===== src/rtl/uart_loader_if.sv =====
// Memory write bus from the UART loader to a BRAM port.
interface uart_loader_if;
  logic [31:0] mem_addr;
  logic [31:0] mem_data;
  logic        mem_write;

  modport master (output mem_addr, output mem_data, output mem_write);
  modport slave  (input  mem_addr, input  mem_data, input  mem_write);
endinterface


===== src/rtl/uart_loader.sv =====
// UART boot loader: receives a 16-bit little-endian word count followed by
// that many little-endian 32-bit words over 8N1 serial and writes them to BRAM.
module uart_loader #(
  parameter int unsigned CLKS_PER_BIT = 868,
  parameter logic [31:0] BASE_ADDR    = 32'h0
) (
  input  logic                clk,
  input  logic                rst,
  input  logic                en,
  input  logic                rxd_pin,
  uart_loader_if.master       mem,
  output logic                done,
  output logic                frame_err,
  output logic [15:0]         words_left
);

  localparam int unsigned CNT_W = $clog2(CLKS_PER_BIT + 1);
  localparam logic [CNT_W-1:0] BIT_LAST  = CNT_W'(CLKS_PER_BIT - 1);
  localparam logic [CNT_W-1:0] HALF_LAST = CNT_W'(CLKS_PER_BIT / 2 - 1);

  typedef enum logic [1:0] {RX_IDLE, RX_START, RX_DATA, RX_STOP} rx_state_e;
  typedef enum logic [2:0] {LD_HDR0, LD_HDR1, LD_WORD, LD_DONE, LD_ERROR} ld_state_e;

  // ---------------- receiver ----------------
  logic             sync1_q, sync2_q;
  rx_state_e        rx_state_q, rx_state_d;
  logic [CNT_W-1:0] cnt_q, cnt_d;
  logic [2:0]       idx_q, idx_d;
  logic [7:0]       shift_q, shift_d;
  logic             byte_valid_q, byte_valid_d;
  logic             ferr_pulse_q, ferr_pulse_d;
  logic             frame_err_q;

  // Two-flop synchronizer; idles high so reset does not look like a start bit.
  always_ff @(posedge clk) begin
    if (rst) begin
      sync1_q <= 1'b1;
      sync2_q <= 1'b1;
    end else begin
      sync1_q <= rxd_pin;
      sync2_q <= sync1_q;
    end
  end

  // Receiver state register.
  always_ff @(posedge clk) begin
    if (rst) begin
      rx_state_q   <= RX_IDLE;
      cnt_q        <= '0;
      idx_q        <= '0;
      shift_q      <= '0;
      byte_valid_q <= 1'b0;
      ferr_pulse_q <= 1'b0;
      frame_err_q  <= 1'b0;
    end else begin
      rx_state_q   <= rx_state_d;
      cnt_q        <= cnt_d;
      idx_q        <= idx_d;
      shift_q      <= shift_d;
      byte_valid_q <= byte_valid_d;
      ferr_pulse_q <= ferr_pulse_d;
      frame_err_q  <= frame_err_q | ferr_pulse_d;
    end
  end

  // Receiver next state: mid-bit sampling driven by one bit-cycle counter.
  always_comb begin
    rx_state_d   = rx_state_q;
    cnt_d        = cnt_q;
    idx_d        = idx_q;
    shift_d      = shift_q;
    byte_valid_d = 1'b0;
    ferr_pulse_d = 1'b0;
    unique case (rx_state_q)
      RX_IDLE: begin
        if (!sync2_q) begin
          rx_state_d = RX_START;
          cnt_d      = '0;
        end
      end
      RX_START: begin
        if (cnt_q == HALF_LAST) begin
          cnt_d      = '0;
          idx_d      = '0;
          rx_state_d = sync2_q ? RX_IDLE : RX_DATA;
        end else begin
          cnt_d = cnt_q + CNT_W'(1);
        end
      end
      RX_DATA: begin
        if (cnt_q == BIT_LAST) begin
          cnt_d   = '0;
          shift_d = {sync2_q, shift_q[7:1]};
          idx_d   = idx_q + 3'd1;
          if (idx_q == 3'd7) rx_state_d = RX_STOP;
        end else begin
          cnt_d = cnt_q + CNT_W'(1);
        end
      end
      RX_STOP: begin
        if (cnt_q == BIT_LAST) begin
          cnt_d        = '0;
          byte_valid_d = sync2_q;
          ferr_pulse_d = !sync2_q;
          rx_state_d   = RX_IDLE;
        end else begin
          cnt_d = cnt_q + CNT_W'(1);
        end
      end
      default: rx_state_d = RX_IDLE;
    endcase
  end

  // ---------------- loader ----------------
  ld_state_e   ld_q, ld_d;
  logic [7:0]  cnt_lo_q, cnt_lo_d;
  logic [15:0] words_left_q, words_left_d;
  logic [15:0] word_idx_q, word_idx_d;
  logic [1:0]  bidx_q, bidx_d;
  logic [23:0] word_q, word_d;
  logic [31:0] mem_addr_q, mem_addr_d;
  logic [31:0] mem_data_q, mem_data_d;
  logic        mem_write_q, mem_write_d;
  logic        done_q, done_d;

  // Loader state and output registers.
  always_ff @(posedge clk) begin
    if (rst) begin
      ld_q         <= LD_HDR0;
      cnt_lo_q     <= '0;
      words_left_q <= '0;
      word_idx_q   <= '0;
      bidx_q       <= '0;
      word_q       <= '0;
      mem_addr_q   <= BASE_ADDR;
      mem_data_q   <= '0;
      mem_write_q  <= 1'b0;
      done_q       <= 1'b0;
    end else begin
      ld_q         <= ld_d;
      cnt_lo_q     <= cnt_lo_d;
      words_left_q <= words_left_d;
      word_idx_q   <= word_idx_d;
      bidx_q       <= bidx_d;
      word_q       <= word_d;
      mem_addr_q   <= mem_addr_d;
      mem_data_q   <= mem_data_d;
      mem_write_q  <= mem_write_d;
      done_q       <= done_d;
    end
  end

  // Loader next state: disable beats everything except ERROR, then frame errors, then bytes.
  always_comb begin
    ld_d         = ld_q;
    cnt_lo_d     = cnt_lo_q;
    words_left_d = words_left_q;
    word_idx_d   = word_idx_q;
    bidx_d       = bidx_q;
    word_d       = word_q;
    mem_addr_d   = mem_addr_q;
    mem_data_d   = mem_data_q;
    mem_write_d  = 1'b0;
    if (!en && ld_q != LD_ERROR) begin
      ld_d         = LD_HDR0;
      words_left_d = '0;
      word_idx_d   = '0;
      bidx_d       = '0;
      word_d       = '0;
    end else if (ferr_pulse_q) begin
      ld_d = LD_ERROR;
    end else if (byte_valid_q) begin
      unique case (ld_q)
        LD_HDR0: begin
          cnt_lo_d = shift_q;
          ld_d     = LD_HDR1;
        end
        LD_HDR1: begin
          words_left_d = {shift_q, cnt_lo_q};
          word_idx_d   = '0;
          bidx_d       = '0;
          ld_d         = ({shift_q, cnt_lo_q} == 16'd0) ? LD_DONE : LD_WORD;
        end
        LD_WORD: begin
          bidx_d = bidx_q + 2'd1;
          unique case (bidx_q)
            2'd0: word_d[7:0]   = shift_q;
            2'd1: word_d[15:8]  = shift_q;
            2'd2: word_d[23:16] = shift_q;
            default: begin
              mem_write_d  = 1'b1;
              mem_data_d   = {shift_q, word_q};
              mem_addr_d   = BASE_ADDR + 32'({word_idx_q, 2'b00});
              words_left_d = words_left_q - 16'd1;
              word_idx_d   = word_idx_q + 16'd1;
              if (words_left_q == 16'd1) ld_d = LD_DONE;
            end
          endcase
        end
        default: ;
      endcase
    end
    done_d = (ld_d == LD_DONE);
  end

  assign mem.mem_addr  = mem_addr_q;
  assign mem.mem_data  = mem_data_q;
  assign mem.mem_write = mem_write_q;
  assign done          = done_q;
  assign frame_err     = frame_err_q;
  assign words_left    = words_left_q;

endmodule

===== src/flat_wrapper.sv =====
// flat-port wrapper written by rule: the top's interface ports become plain ports
module uart_loader_flat 
#(
  parameter int unsigned CLKS_PER_BIT = 868,
  parameter logic [31:0] BASE_ADDR    = 32'h0
)
  (clk, rst, en, rxd_pin, done, frame_err, words_left, mem_mem_addr, mem_mem_data, mem_mem_write);
  uart_loader_if mem_i ();
  input  logic clk;
  input  logic rst;
  input  logic en;
  input  logic rxd_pin;
  output logic done;
  output logic frame_err;
  output logic [15:0] words_left;
  output wire logic [$bits(mem_i.mem_addr)-1:0] mem_mem_addr;
  output wire logic [$bits(mem_i.mem_data)-1:0] mem_mem_data;
  output wire logic [$bits(mem_i.mem_write)-1:0] mem_mem_write;
  assign mem_mem_addr = mem_i.mem_addr;
  assign mem_mem_data = mem_i.mem_data;
  assign mem_mem_write = mem_i.mem_write;
  uart_loader #(.CLKS_PER_BIT(CLKS_PER_BIT), .BASE_ADDR(BASE_ADDR)) u_core (.clk(clk), .rst(rst), .en(en), .rxd_pin(rxd_pin), .mem(mem_i), .done(done), .frame_err(frame_err), .words_left(words_left));
endmodule

===== config.mk =====
export PLATFORM = sky130hd
export DESIGN_NAME = uart_loader_flat
export DESIGN_NICKNAME = d
export VERILOG_FILES = /design/src/rtl/uart_loader_if.sv /design/src/rtl/uart_loader.sv /design/src/flat_wrapper.sv
export SDC_FILE = /design/constraint.sdc
export NUM_CORES = 1
export LEC_CHECK = 0
export ABC_CLOCK_PERIOD_IN_PS = 2700
export CAP_MARGIN = 10
export CELL_PAD_IN_SITES_DETAIL_PLACEMENT = 1
export CELL_PAD_IN_SITES_GLOBAL_PLACEMENT = 1
export CORE_MARGIN = 3
export CORE_UTILIZATION = 44
export CTS_CLUSTER_SIZE = 40
export DETAILED_ROUTE_END_ITERATION = 6
export GPL_TIMING_DRIVEN = 0
export PLACE_DENSITY_LB_ADDON = 0.05
export REMOVE_ABC_BUFFERS = 1
export SYNTH_ARGS = -nofsm -noshare
export SYNTH_HDL_FRONTEND = slang
export SYNTH_SLANG_ARGS = --single-unit

===== constraint.sdc =====
create_clock -name clk -period 2.7 [get_ports clk]
set_clock_uncertainty 0.2 [all_clocks]
set_input_delay 0.81 -clock clk [delete_from_list [all_inputs] [get_ports clk]]
set_output_delay 0.81 -clock clk [all_outputs]
set_load 0.01 [all_outputs]

==> impl_results.md <==
* Status: finished clean
* Yosys warns at 0
* Largest stage delay, worst path at 600 ps
* Core area at 0.01404 mm^2
* Worst hold slack at 216.8 ps
* Final setup viols at 0
* Hold crit path type: reg2reg
* Placed cells at 973
* Htree depth at 4
* Worst Path Buf+Inv at 1
* Port Buffer Count at 70
* P&R area growth vs syn at 19.78%
* Peak supply drop at 0.3963 mV
* Fill count at 1659
* WL/cell at 16.55 um
* N_diodes at 0
* Post-DP HPWL at 11.09 mm
* CTS clock-pin slew for the worst setup and hold paths at 60 ps
* Multi-input gate area at 0.003092 mm^2
* Static leakage at 2.567 nW
* Post-synth EDFFs at 0
* Setup crit end kind: output pin
* Syn Inst Count at 777
* Router iterations before antenna repair at 4
* Final Hold Fails at 0
* Tmin final at 2545 ps
* Net count, final at 828
* Non-Filler Instances at 1006
* Height of the die at 126.4 um
* Part of the cycle the worst path needs at 0.9427
* CTS tree: yes
* Avg Cell Area, Syn at 8.204 um^2
* Worst slew pin tran at 915.8 ps
* Distinct cells, synth at 62
* Max_slew headroom at 0.3895
* Initial DRC Count at 278
* Setup slack at placement at -1000 ps
* Clk sinks at 147
* WP data arrival at 1540 ps
* I/O Pins at 87
* Post-route setup slack at 154.8 ps
* GRT Total Usage at 0.2112
* Sequential-to-total area share from yosys stat at 0.4616
* Antenna viol nets, final at 0
* Setup TNS at 0 ps
* Num rows at 43
* First-pass GRT wire length at 28.06 mm
* Critical path required time at 1690 ps
* Pin count of the biggest net entering global routing at 88
* Clk Latency, worst-skew pair at 420 ps
* Die width at 126.4 um
* Family with the most delay on the worst path: buffers and inverters
* Worst-case clock buffer depth at 2
* PD cells at 616.1 mW/mm^2
* Gr ovfl total at 0
* Cell chain of the critical path: clkdlybuf4s50_1
* Final Max Tran Viols at 0
* Ys async rst share at 0
* Via Count at 5554
* Slowest-stage cell, CP: clkdlybuf4s50_1
* TritonCTS Buffers at 17
* Most used DFF post-synth: dfxtp_1
* Fin util at 0.5438
* Clock root buffer: clkbuf_16
* Initial core utilization at 0.4540
* Share of cells above drive strength 1 at 0.06053
* Initial antenna violation count at 0
* Max Cap Viol at 0
* Register bit total from synthesis at 147
* CTS hold repair buffers at 0
* Total die area at 0.01597 mm^2
* Crit-path max FO at 8
* GP Congestion at 0.8250
* Critical path class: reg2out
* Routed wire length at 16.65 mm
* Vias per cell at 5.521
* Peak Freq at 392.9 MHz
* Register Area at 0.002943 mm^2
* Vias in the first global route at 5659
* Worst Setup Start Kind: flop
* Synthesized cell area at 0.006375 mm^2
* DR DRC count at 0
==> area by class of cell <==
cell class | instances | share of cell area
Sequential cell | 147 | 0.3854
Timing Repair Buffer | 72 | 0.09504
Inverter | 11 | 0.005407
Clock inverter | 7 | 0.01229
Tap cell | 180 | 0.02949
Clock buffer | 25 | 0.06751
Multi-Input combinational cell | 564 | 0.4049
==> power breakdown <==
part	internal (mW)	leakage (nW)	switching, mW
logic	0.0280	1.09	0.0824
registers	2.18	1.18	0.0115
clock network	1.51	0.296	0.898
==> metrics by stage <==
step | instance area (um^2) | total power, mW
5_1_grt | 7636 | 4.860
3_5_place_dp | 7007 | 2.346
3_3_place_gp | 6983 | 2.344
2_1_floorplan | 6057 | 2.297
6_report | 7636 | 4.705
4_1_cts | 7632 | 4.748
==> worst paths after layout <==
check	startpoint	endpoint	slack, ps	cells after the start
min reg2reg	u_core.sync1_q	u_core.sync2_q	220	1
max reg2reg	u_core.bidx_q[1]	u_core.words_left[14]	190	5
max	u_core.words_left[6]	words_left[6]	150	1
min	u_core.sync1_q	u_core.sync2_q	220	1
==> cell usage in the layout, fill, tap and decap left out, types with 3 or more instances in the layout <==
cell type        instances
xnor2_1                  7
o22ai_1                  4
ha_1                    11
a22o_1                   4
mux2i_1                 17
nand3_1                 45
nand3b_1                 5
a32o_1                   4
clkbuf_16               17
nor4_1                   8
nand2_1                156
nor2b_1                  4
a21oi_1                 99
o41ai_1                  3
o21ai_0                 23
xor2_1                   4
clkdlybuf4s50_1         69
inv_1                   11
nand2b_1                 3
clkbuf_8                 6
nor3_1                  11
conb_1                  16
dfxtp_1                147
o21a_1                   3
a211oi_1                 6
nand4_1                  9
or3_1                    8
nor3b_1                  4
nor2_1                  56
a31oi_1                  8
and2_1                   6
==> sequential cells by signal, summed over array words and instances, names as in the netlist, named ones only <==
signal / cells
u_core.mem.mem_data: 32
u_core.word_q: 24
u_core.mem.mem_addr: 16
u_core.word_idx_q: 16
u_core.words_left: 16
u_core.cnt_q: 10
u_core.cnt_lo_q: 8
u_core.shift_q: 8
u_core.idx_q: 3
u_core.ld_q: 3
u_core.bidx_q: 2
u_core.byte_valid_q: 1
u_core.done: 1
u_core.ferr_pulse_q: 1
u_core.frame_err: 1
u_core.mem.mem_write: 1
u_core.rx_state_q: 1
u_core.sync1_q: 1
u_core.sync2_q: 1
==> synthesized netlist by cell type (3+ instances only) <==
cell | number | share of area
o22ai_1 | 4 | 0.0039
nand2_1 | 156 | 0.092
a21oi_1 | 99 | 0.078
clkbuf_1 | 35 | 0.021
nor2_1 | 56 | 0.033
or3_1 | 8 | 0.0079
o21ai_0 | 23 | 0.018
a211oi_1 | 6 | 0.0071
nor2b_1 | 4 | 0.0039
ha_1 | 11 | 0.022
a31oi_1 | 8 | 0.0079
nor3_1 | 11 | 0.0086
nor4_1 | 8 | 0.0079
a22o_1 | 4 | 0.0055
nand4_1 | 9 | 0.0088
or2_2 | 3 | 0.0029
a32o_1 | 4 | 0.0063
buf_2 | 11 | 0.0086
o21a_1 | 3 | 0.0035
nand3b_1 | 5 | 0.0059
nand3_1 | 46 | 0.036
xor2_1 | 4 | 0.0055
nand2b_1 | 3 | 0.0029
buf_4 | 18 | 0.021
o41ai_1 | 3 | 0.0041
mux2i_1 | 17 | 0.027
buf_6 | 4 | 0.0071
inv_1 | 11 | 0.0065
dfxtp_1 | 147 | 0.46
nor3b_1 | 4 | 0.0047
and2_1 | 7 | 0.0069
xnor2_1 | 7 | 0.0096
==> cell families after synthesis <==
logic type                 count (synthesis)  synth area share
and+or+nand+nor                          337            0.2514
muxes                                     18           0.02846
AOI/OAI and AO/OA                        171            0.1560
DFF                                      147            0.4616
other                                      1         0.0005882
adders and majority gates                 11           0.02159
buffers and inverters                     81           0.06516
xor gates and xnor gates                  11           0.01511
==> repair_timing <==
action / 4_1_cts / 5_1_grt
resized for setup: 4 / 1
setup endpoints to repair: 79 / 7
pin swaps: 0 / 0
buffers inserted: 1 / 0
cloned: 0 / 0
==> routing by layer <==
layer  wire [um]  GRT usage  up-vias
li1            -          -     2736
met1        7645     0.2652     2695
met2        8233     0.3655       97
met3         510    0.03789       26
met4         259    0.07256        0
met5           0          0        -
Note: power is estimated with default switching activity, not from simulation.
